==> src/rtl/mw_pkg.sv <==
// Shared types and constants for the microwave cook-timer controller.
package mw_pkg;

  localparam int unsigned BCD_W        = 4;
  localparam logic [3:0]  BCD_MAX      = 4'd9;
  localparam logic [3:0]  SEC_TENS_MAX = 4'd5;

  typedef enum logic [2:0] {
    IDLE  = 3'd0,
    ENTRY = 3'd1,
    COOK  = 3'd2,
    PAUSE = 3'd3,
    DONE  = 3'd4
  } state_t;

  // MM:SS as four BCD digits, most significant first
  typedef struct packed {
    logic [BCD_W-1:0] min_tens;
    logic [BCD_W-1:0] min_units;
    logic [BCD_W-1:0] sec_tens;
    logic [BCD_W-1:0] sec_units;
  } mmss_t;

endpackage

==> src/rtl/bcd_time_dec.sv <==
// Combinational MM:SS BCD decrementer with zero flags on input and result.
module bcd_time_dec
  import mw_pkg::*;
(
  input  mmss_t cur,
  output mmss_t nxt,
  output logic  cur_zero,
  output logic  nxt_zero
);

  // Ripple a one-second borrow from sec_units up to min_tens
  always_comb begin
    nxt = cur;
    if (cur.sec_units != 4'd0) begin
      nxt.sec_units = cur.sec_units - 4'd1;
    end else begin
      nxt.sec_units = BCD_MAX;
      if (cur.sec_tens != 4'd0) begin
        nxt.sec_tens = cur.sec_tens - 4'd1;
      end else begin
        nxt.sec_tens = SEC_TENS_MAX;
        if (cur.min_units != 4'd0) begin
          nxt.min_units = cur.min_units - 4'd1;
        end else begin
          nxt.min_units = BCD_MAX;
          nxt.min_tens  = cur.min_tens - 4'd1;
        end
      end
    end
    cur_zero = (cur == '0);
    nxt_zero = (nxt == '0);
  end

endmodule

==> src/rtl/cook_timer_ctrl.sv <==
// Microwave control sequencer: key entry, 1 Hz countdown, magnetron gating.
module cook_timer_ctrl
  import mw_pkg::*;
#(
  parameter int unsigned TICK_DIV = 1000000
) (
  input  logic       clk,
  input  logic       rst,
  input  logic [3:0] key_bcd,
  input  logic       key_valid,
  input  logic       start,
  input  logic       stop_clear,
  input  logic       door_closed,
  output logic       enablen,
  output logic [3:0] min_tens,
  output logic [3:0] min_units,
  output logic [3:0] sec_tens,
  output logic [3:0] sec_units,
  output logic       mag_on,
  output logic       done
);

  localparam int unsigned CNT_W = (TICK_DIV > 1) ? $clog2(TICK_DIV) : 1;
  localparam logic [CNT_W-1:0] CNT_TERM = CNT_W'(TICK_DIV - 1);

  state_t           state, state_nx;
  mmss_t            time_q, time_nx, dec_time, shifted;
  logic             cur_zero, dec_zero;
  logic             key_valid_q;
  logic [CNT_W-1:0] cnt, cnt_nx;
  logic             kpress, tick;

  bcd_time_dec u_dec (
    .cur      (time_q),
    .nxt      (dec_time),
    .cur_zero (cur_zero),
    .nxt_zero (dec_zero)
  );

  assign kpress  = key_valid & ~key_valid_q & (key_bcd <= BCD_MAX);
  assign tick    = (cnt == CNT_TERM);
  assign shifted = {time_q.min_units, time_q.sec_tens, time_q.sec_units, key_bcd};

  // Next-state, digit and tick-counter decisions
  always_comb begin
    state_nx = state;
    time_nx  = time_q;
    cnt_nx   = cnt;
    case (state)
      IDLE: begin
        if (kpress) begin
          time_nx  = shifted;
          state_nx = ENTRY;
        end
      end
      ENTRY: begin
        if (stop_clear) begin
          time_nx  = '0;
          state_nx = IDLE;
        end else if (start && door_closed && !cur_zero) begin
          cnt_nx   = '0;
          state_nx = COOK;
        end else if (kpress) begin
          time_nx = shifted;
        end
      end
      COOK: begin
        // Pausing holds the counter, so a coincident tick is dropped and
        // the remaining count is preserved for resume.
        if (!door_closed || stop_clear) begin
          state_nx = PAUSE;
        end else if (tick) begin
          cnt_nx  = '0;
          time_nx = dec_time;
          if (dec_zero) state_nx = DONE;
        end else begin
          cnt_nx = cnt + 1'b1;
        end
      end
      PAUSE: begin
        if (stop_clear) begin
          time_nx  = '0;
          state_nx = IDLE;
        end else if (start && door_closed) begin
          state_nx = COOK;
        end
      end
      DONE: begin
        if (stop_clear || kpress || !door_closed) state_nx = IDLE;
      end
      default: state_nx = IDLE;
    endcase
  end

  // State, digits, counter and registered state-decoded outputs
  always_ff @(posedge clk) begin
    if (rst) begin
      state       <= IDLE;
      time_q      <= '0;
      cnt         <= '0;
      key_valid_q <= 1'b0;
      enablen     <= 1'b0;
      mag_on      <= 1'b0;
      done        <= 1'b0;
    end else begin
      state       <= state_nx;
      time_q      <= time_nx;
      cnt         <= cnt_nx;
      key_valid_q <= key_valid;
      enablen     <= (state_nx == COOK) || (state_nx == PAUSE);
      mag_on      <= (state_nx == COOK);
      done        <= (state_nx == DONE);
    end
  end

  assign min_tens  = time_q.min_tens;
  assign min_units = time_q.min_units;
  assign sec_tens  = time_q.sec_tens;
  assign sec_units = time_q.sec_units;

endmodule
==> config.mk <==
export PLATFORM = sky130hd
export DESIGN_NAME = cook_timer_ctrl
export DESIGN_NICKNAME = d
export VERILOG_FILES = /design/src/rtl/mw_pkg.sv /design/src/rtl/bcd_time_dec.sv /design/src/rtl/cook_timer_ctrl.sv
export SDC_FILE = /design/constraint.sdc
export NUM_CORES = 1
export LEC_CHECK = 0
export ABC_AREA = 1
export ABC_CLOCK_PERIOD_IN_PS = 4500
export CAP_MARGIN = 30
export CORE_ASPECT_RATIO = 1.1
export CORE_MARGIN = 3
export CORE_UTILIZATION = 68
export DETAILED_ROUTE_END_ITERATION = 7
export DONT_BUFFER_PORTS = 1
export PLACE_DENSITY = 0.84
export SLEW_MARGIN = 30
export SYNTH_ARGS = -nofsm -noshare
export SYNTH_HDL_FRONTEND = slang
export SYNTH_SLANG_ARGS = --single-unit
==> constraint.sdc <==
create_clock -name clk -period 4.5 [get_ports clk]
set_clock_uncertainty 0.15 [all_clocks]
set_input_delay 0.675 -clock clk [delete_from_list [all_inputs] [get_ports clk]]
set_output_delay 0.675 -clock clk [all_outputs]
set_load 0.02 [all_outputs]
After elaboration in Yosys (flattened, before gate mapping)
Index checks and enable logic that the tools add are counted.
Widths: inputs -> output; s select.
{ "totals": {"elab_cells": 79, "ff_bits": 43, "inputBits": 10, "output_inout_bits": 19} }
{ "classes": {"n_lt_le_gt_ge": 1, "n_eq_ne": 14, "muxes": 28, "n_reduce_logical": 18, "n_addsub": 5, "n_bitwise": 3} }
{ "ops": {"columns": ["operator", "count"], "rows": [
  ["$mux 16", 6],
  ["$mux 20", 4],
  ["$pmux 16 s4", 1],
  ["$pmux 20 s2", 1],
  ["$logic_not 16->1", 2],
  ["$mux 3", 9],
  ["$add 20x1->20 const B", 1],
  ["$eq 20x20->1 const B", 1],
  ["$mux 4", 4],
  ["$reduce_bool 4->1", 4],
  ["$sub 4x1->4 const B", 4],
  ["$pmux 3 s5", 1],
  ["$eq 3x2->1 const B", 4],
  ["$mux 12", 1],
  ["$ne 2x2->1 const B", 5],
  ["$mux 8", 1],
  ["$eq 3x3->1 const B", 2],
  ["$reduce_and 5->1", 1],
  ["$le 4x4->1 const B", 1],
  ["$logic_or 1x1->1", 4],
  ["$reduce_and 4->1", 1],
  ["$eq 3x1->1 const B", 1],
  ["$logic_not 3->1", 1],
  ["$ne 3x3->1 const B", 1],
  ["other kinds (5)", 8]
]} }

Logic depth before layout (Yosys ltp)
Gate-level depths: netlist of the first run.
{ "logic_depth": {"ltp_word": 11, "mapped_depth": 13, "depth_no_buf": 13} }

Hierarchy
Synthesis of the first run repeated with hierarchy kept, for this count alone.
{ "hier_totals": {"cells_unflattened": 502, "hier_area_um2": 3015.4} }
{ "by_module_without_submodules": {"columns": ["mod", "area_per_inst_um2", "seq_area_each_um2", "instances", "cells_each"], "rows": [
  ["cook_timer_ctrl", 2563.7, 860.8, 1, 421],
  ["bcd_time_dec", 451.7, 0.0, 1, 81]
]} }

Worst setup path before layout of the first run
Ideal clock, no wire load.
{ "synth_timing": {"path_kind": "input-to-reg", "from": "input key_bcd[2]", "to": "register time_q (netlist bit min_units[3])", "setup_time_ns": 0.070, "arrival_ns": 1.918, "path_buffers": 1, "cell_stages": 9, "setup_slack_ns": 2.362, "t_required_ns": 4.280, "path_cell_list": "o21a_1 -> nor3_2 -> inv_1 -> nor2_1 -> buf_2 -> nand2_1 -> o31ai_1 -> nand2_1 -> a21oi_1"} }
{ "synth_via": {"elab_chain_cells": 6} }
{ "synth_lines": {"columns": ["item", "line", "rtl"], "rows": [
  ["start: declaration", "cook_timer_ctrl.sv:9", "input logic [3:0] key_bcd,"],
  ["$le 4x4->1 *", "cook_timer_ctrl.sv:40", "assign kpress = key_valid & ~key_valid_q & (key_bcd <= BCD_MAX);"],
  ["$and 1x1->1 *", "cook_timer_ctrl.sv:40", null],
  ["$mux 16 *", null, null],
  ["$mux 16 (2 in series)", null, null],
  ["$pmux 16 s4 *", null, null],
  ["end signal: assignment", "cook_timer_ctrl.sv:107", "time_q <= time_nx;"],
  ["end: declaration", "cook_timer_ctrl.sv:27", "mmss_t time_q, time_nx, dec_time, shifted;"]
]} }
Every way passes the cells marked *; elsewhere a longest branch is shown, timed or not. The select of a mux whose other input is x is not followed.
A chain may end at the register's enable or synchronous reset.

Worst setup path in the final report of the first run
{ "layout_timing": {"from": "register time_q (netlist bit min_units[1])", "to": "register cnt[14]"} }
{ "layout_via": {"elab_chain_cells": 5} }
{ "layout_lines": {"columns": ["item", "line", "rtl"], "rows": [
  ["$logic_not 16->1", "bcd_time_dec.sv:30", "cur_zero = (cur == '0);"],
  ["$logic_not 1->1", "cook_timer_ctrl.sv:60", "end else if (start && door_closed && !cur_zero) begin"],
  ["$logic_and 1x1->1", "cook_timer_ctrl.sv:60", null],
  ["$ne 2x2->1 (no source line)", null, null],
  ["$reduce_and 4->1 (no source line)", null, null],
  ["end signal: assignment", "cook_timer_ctrl.sv:108", "cnt <= cnt_nx;"],
  ["end: declaration", "cook_timer_ctrl.sv:30", "logic [CNT_W-1:0] cnt, cnt_nx;"]
]} }
No other way between the ends.

==> results of run 1 <==
==> stage by stage <==
stage,utilization [%],hold WS (ns),cell area (um^2),worst slack (ns),cells
2_1_floorplan,-,0.307,2650,2.36,407
3_3_place_gp,72.0,0.319,2650,1.92,447
3_5_place_dp,72.0,0.334,2650,1.82,447
4_1_cts,74.2,0.274,2730,1.99,455
5_1_grt,74.2,0.268,2730,1.74,455
6_report,74.2,0.270,2730,1.97,455
==> path summary, 6_finish.rpt <==
kind,endpoint,slack [ns]
worst max-delay path,cnt[14]$_SDFFE_PP0P_,1.97
worst min-delay path,sec_units[0]$_SDFFE_PP0P_,0.27
worst max register to register,cnt[14]$_SDFFE_PP0P_,1.97
worst min register to register,cnt[0]$_SDFFE_PP0P_,0.34
==> critical path, delay by kind of cell, from the launching register on <==
family | cells | cell delay (ns)
and+or+nand+nor | 11 | 1.55
DFF | 1 | 0.54
buffers and inverters | 1 | 0.18
==> layer usage <==
metal	wire, um	up-vias
met1	2650	1197
met5	0	-
met2	3120	76
li1	-	1317
met3	341	10
met4	114	0
==> cells in the mapped netlist, types with 2 or more instances <==
cell type / number
nor3_2: 4
ha_1: 3
o21ai_0: 18
nor2_1: 51
buf_2: 5
a21oi_1: 34
a22o_1: 2
xor2_1: 5
nor2_2: 3
nor2_8: 2
nand3_1: 25
o21ai_1: 6
nand2_1: 114
inv_1: 41
nor4_1: 4
clkbuf_1: 3
dfxtp_1: 43
inv_2: 5
o21a_1: 3
nand4_1: 6
nor2_4: 3
nor3_1: 9
buf_6: 2
nand2_4: 4
==> final cells by class <==
| cell class | count | area, um^2 |
|---|---|---|
| well taps | 50 | 62.6 |
| inverters | 46 | 173 |
| clock inverters | 1 | 5.00 |
| clock buffers | 7 | 76.3 |
| fillers | 329 | 950 |
| multi-input cells | 308 | 1560 |
| flip-flops and latches | 43 | 861 |
==> where the power goes <==
part	total [mW]	leakage (nW)	internal [mW]	switching (mW)
Clock	0.249	0.0422	0.109	0.140
Sequential	0.440	0.348	0.397	0.0434
Combinational	0.299	0.711	0.0965	0.203
==> cells by family (layout without fill, tap and decap cells) <==
family | Yosys count | after routing | synth area share, %
compound gates | 69 | 69 | 14.5
xor+xnor | 5 | 5 | 1.65
fa+ha+maj | 3 | 3 | 1.42
buf+inv | 56 | 54 | 8.74
flops | 43 | 43 | 32.5
simple gates | 231 | 231 | 41.1
==> flip-flops by register name, summed over array words and instances (netlist names) <==
name,cells
mag_on,1
cnt,20
min_units,4
state,3
done,1
sec_tens,4
min_tens,4
key_valid_q,1
sec_units,4
enablen,1
==> placed cells by master (no fill, tap or decap), types with 4 or more instances in the layout <==
cell      instances
nand2_1         114
nor2_1           51
dfxtp_1          43
inv_1            41
a21oi_1          34
nand3_1          25
o21ai_0          18
nor3_1            9
o21ai_1           6
nand4_1           6
inv_2             5
xor2_1            5
clkbuf_8          5
nor3_2            4
nand2_4           4
nor4_1            4
==> summary.txt, run 1 <==
Run status
  • Status: finished, final reports clean

Min path
  • Tightest Hold Check Type: input port to register
  • Hold wc startpoint: rst
  • Hold path depth: 1

Global route
  • Gr busiest metal: met2
  • Largest net degree at the start of global routing: 26
  • Total GRT Usage: between 20% and 30%
  • Grt ovf: 0
  • First-pass GRT wire length: between 10000 and 15000 um
  • Antenna violations before repair: 0
  • Routing usage on met2: 52.0%
  • Vias in the first global route: 2426
  • Grt met3 use: 6.27%
  • Met1 Usage GRT: 31.3%

Critical path
  • Worst path arrival time: 2.59 ns
  • CP startpoint kind: register
  • Critical-path cell list: nor2_1, and2_0, nand2_4, nor2_4, nor2_2, nand2_4, nand2_4, inv_2, nor3_1, nand2_1, nand2_1, nor2_1
  • RR Startpoint: min_units[1]$_SDFFE_PP0P_
  • Worst setup EP type: register
  • CP peak stage delay: 0.54 ns
  • WP data required: 4.55 ns
  • Worst r2r path cells: 12
  • Crit path kind: register to register
  • CP max stage cell: dfxtp_1
  • Crit path launch: min_units[1]$_SDFFE_PP0P_
  • Crit-path max FO: 25
  • Worst path most repeated cell: nand2_4

Timing
  • Tightest Pin Transition: between 0.7 and 0.8 ns
  • Setup TNS: 0 ns
  • Final Cycle Share: 56.3%
  • Slew HR: 49.6%
  • RSZ-0062 raised after global routing: false
  • Max Slew Vio Count: 0
  • Final setup fails: 0
  • Final Hold Vio Count: 0
  • Max Clk Rate: 395 MHz
  • Final Critical Period: approximately 2.5 ns

Route
  • DR pass1 iterations: 5
  • Via-to-Cell Ratio: 5.71
  • Final wirelength: 6230 um
  • Initial DRC count: 256
  • DRC viols: 0
  • DR vias: 2600
  • Post-route ant nets: 0
  • Wire per inst: 13.7 um

Placed design
  • RD Place Congestion: 0.898
  • Post-DP HPWL: about 4500 um
  • Port-buffer cells: 0

Power and ir drop
  • Maximum vdd drop: 0.000201 V
  • Power Total: 0.988 mW
  • Total leakage power: approximately 1.1 nW
  • PwrDens: 361 nW/um^2

Floorplanning
  • I/O pins: 29
  • Initial Util: 71.9%
  • Core Region: roughly 3700 um^2
  • Chip height: 71.5 um
  • Rows: 23
  • Die Footprint: approximately 4700 um^2
  • Width of the die: roughly 66 um

Clock tree
  • Post-cts sizing count: 0
  • Clock Path Buffers: 2
  • CTS Sinks: 43
  • CTS tree: done
  • Root Driver: clkbuf_8
  • Hold-fix buffers, CTS: 0
  • Postcts setup bufs: 0
  • Worst skew pair latency: 0.31 ns
  • Max H-tree Level: 2
  • Clock-pin transition on the worst setup and hold timing paths: 0.09 ns
  • CTS buffer count: 5

Synthesis
  • Post-synth EDFFs: 0
  • Yosys warnings: 0
  • Gate count of the mapped netlist: 407
  • Sequential share of the synthesized area: 32.5%
  • Synth Cell Area: between 2000 and 3000 um^2
  • Syn_nets: 420
  • Synth async-reset ratio: 0%
  • #FFs+latches synth: 43
  • Avg Cell Area, Syn: between 6 and 7 um^2
  • Main synth FF type: dfxtp_1
  • Largest area contributor in the netlist: dfxtp_1
  • Count of unique library cells instantiated by Yosys: 36
  • Top cell type's share of synthesized area: 32.5%
  • Main area contributors after synthesis: dfxtp_1, nand2_1, nor2_1

Finish
  • Nets: 417
  • Ant. Diodes: 0
  • Layout area overhead: 3.21%
  • Layout cells sized above 1: around 7.9%

Run
  • Max-cap violation count: 0
(Power assumes the default switching activity.)
==> run 2: changes to the inputs <==
--- a/config.mk
+++ b/config.mk
@@ -6,14 +6,14 @@
 export NUM_CORES = 1
 export LEC_CHECK = 0
 export ABC_AREA = 1
-export ABC_CLOCK_PERIOD_IN_PS = 4500
+export ABC_CLOCK_PERIOD_IN_PS = 2100
 export CAP_MARGIN = 30
 export CORE_ASPECT_RATIO = 1.1
 export CORE_MARGIN = 3
-export CORE_UTILIZATION = 68
+export CORE_UTILIZATION = 57
 export DETAILED_ROUTE_END_ITERATION = 7
 export DONT_BUFFER_PORTS = 1
-export PLACE_DENSITY = 0.84
+export PLACE_DENSITY = 0.75
 export SLEW_MARGIN = 30
 export SYNTH_ARGS = -nofsm -noshare
 export SYNTH_HDL_FRONTEND = slang
==> constraint.sdc (replaced) <==
create_clock -name clk -period 2.1 [get_ports clk]
set_clock_uncertainty 0.15 [all_clocks]
set_input_delay 0.315 -clock clk [delete_from_list [all_inputs] [get_ports clk]]
set_output_delay 0.315 -clock clk [all_outputs]
set_load 0.02 [all_outputs]
==> summary.txt, run 2 (synthesis gave the netlist of run 1 again) <==
Route
  • DR pass1 iterations: 4
  • Via-to-Cell Ratio: around 5.5
  • Post-route ant nets: 0
  • Wire per inst: 13.5 um
  • DR vias: 2722
  • DRC viols: 0
  • Initial DRC count: 127
  • Final wirelength: 6690 um

Clock tree
  • Clock-pin transition on the worst setup and hold timing paths: around 0.070 ns
  • Max H-tree Level: 2
  • CTS tree: done
  • CTS buffer count: 5
  • Clock Path Buffers: 2
  • Worst skew pair latency: about 0.3 ns
  • CTS Sinks: 43
  • Root Driver: clkbuf_8

Placed design
  • RD Place Congestion: 0.908
  • Pre-CTS setup slack: -0.0168 ns
  • Area after DPL: just under 3000 um^2
  • Post-DP HPWL: around 5000 um
  • Cell total after placement: ~480
  • Port-buffer cells: 0

Finish
  • Layout cells sized above 1: approximately 18%
  • Commonest non-fill, non-tap cells in the layout: nand2_1, nor2_1, inv_1, dfxtp_1, a21oi_1
  • Seq. cell area: 863 um^2
  • Area occupied by multi-input gates: 1600 um^2
  • Nets: around 450
  • Filler cells: 388
  • Biggest register: cnt
  • Layout area overhead: 16.2%
  • Ant. Diodes: 0
  • Max FFs per register: 20
  • Post-route cell area: 3080 um^2
  • Commonest non-fill, non-tap cell in the layout: nand2_1
  • Final Core Density: 70.3%
  • Non-Filler Instances: 494

Power and ir drop
  • Clock share of power: 27.0%
  • Total leakage power: ~1.3 nW
  • Power Internal: 1.49 mW
  • PwrDens: 753 nW/um^2
  • Maximum vdd drop: 0.000387 V
  • Power Total: 2.32 mW
  • Switch share: 35.9%
  • Sequential share of power: 37.9%
  • Power share of the combinational group: approximately a third
  • P_sw: 0.833 mW

Floorplanning
  • Die Footprint: between 5000 and 6000 um^2
  • Rows: 25
  • Chip height: 77.5 um
  • I/O pins: 29
  • Core Region: 4380 um^2
  • Initial Util: between 60% and 70%
  • Width of the die: 71.0 um

Run status
  • Status: finished, final reports clean

Critical path
  • Worst path arrival time: 1.97 ns
  • Crit path kind: register to register
  • WP data required: 2.10 ns
  • CP startpoint kind: register
  • Worst setup EP type: register
  • Crit-path max FO: 9

Global route
  • Grt ovf: 0
  • Largest net degree at the start of global routing: 19
  • First-pass GRT wire length: approximately 11000 um
  • Antenna violations before repair: 0
  • Vias in the first global route: roughly 2700
  • Total GRT Usage: 24.7%

Run
  • Max-cap violation count: 0

Timing
  • Max Slew Vio Count: 0
  • Final Cycle Share: 93.9%
  • Final Critical Period: approximately 2 ns
  • Final setup fails: 0
  • Max Clk Rate: between 500 and 600 MHz
  • RSZ-0062 raised after global routing: true
  • Slew HR: 48.8%
  • Final setup margin: ~0.13 ns
  • Final Hold Vio Count: 0
  • Tightest Pin Transition: roughly 0.77 ns

Min path
  • Tightest Hold Check Type: input port to register
[run 2: cell types whose count changed in the layout (fill, tap and decap cells not counted), sizes merged]
cell	change
clkinv	-1
clkbuf	-1
o21ai	+1
buf	+34
bufinv	+1
dlygate4sd3	+1
[run 2: layer usage]
metal  wire [um]  up-vias  track usage [%]
li1            -     1396                -
met1        2800     1231             26.0
met2        3350       73             44.8
met3         288       22             4.92
met4         256        0             13.9
met5           0        -                0
[run 2: path summary, 6_finish.rpt]
| check | slack, ns | startpoint | cells after the start | to |
|---|---|---|---|---|
| worst max-delay path | 0.13 | sec_units[3]$_SDFFE_PP0P_ | 12 | sec_units[1]$_SDFFE_PP0P_ |
| worst min-delay path | 0.02 | key_valid | 2 | key_valid_q$_SDFF_PP0_ |
| worst max register to register | 0.13 | sec_units[3]$_SDFFE_PP0P_ | 12 | sec_units[1]$_SDFFE_PP0P_ |
| worst min register to register | 0.33 | cnt[1]$_SDFFE_PP0P_ | 2 | cnt[1]$_SDFFE_PP0P_ |
[run 2: timing repair]
item,CTS,global route
hold endpoints to repair,18,0
buffers inserted,0,1
endpoints found under the setup margin,2,27
hold buffers,1,0
gates cloned,0,1
resized for setup,1,13
pin swaps,0,6
[run 2: worst max-delay path: stages (launching register included)]
cell	delay, ns
dfxtp_1	0.32
nor2_2	0.17
nand2_4	0.12
nor2_8	0.17
nand2_4	0.08
nor2_4	0.10
nor2_2	0.05
nand2_4	0.07
nand2_2	0.09
nor2_8	0.19
o21ai_2	0.15
nand2_1	0.10
a21oi_1	0.06
[run 2: stage by stage]
stage | hold WS [ns] | TNS (ns)
5_1_grt | 0.0254 | -0.0979
3_3_place_gp | 0.239 | 0
4_1_cts | 0.0140 | 0
3_5_place_dp | 0.240 | -0.0244
6_report | 0.0226 | 0
2_1_floorplan | 0.300 | 0
[run 2: layout make-up]
class,instances,share of cell area (%)
inverters,46,5.61
well taps,54,2.19
clock inverters,1,0.975
multi-input cells,309,52.1
flip-flops and latches,43,28.0
clock buffers,6,2.36
repair buffers,35,8.74
[run 2: power groups by stage]
stage,Combinational (mW),Sequential [mW],Clock [mW]
after global routing,0.905,0.883,0.667
final,0.815,0.878,0.627
after floorplan,0.542,0.944,0
after global placement,0.768,0.897,0
after detailed placement,0.773,0.897,0
after CTS,0.787,0.878,0.641
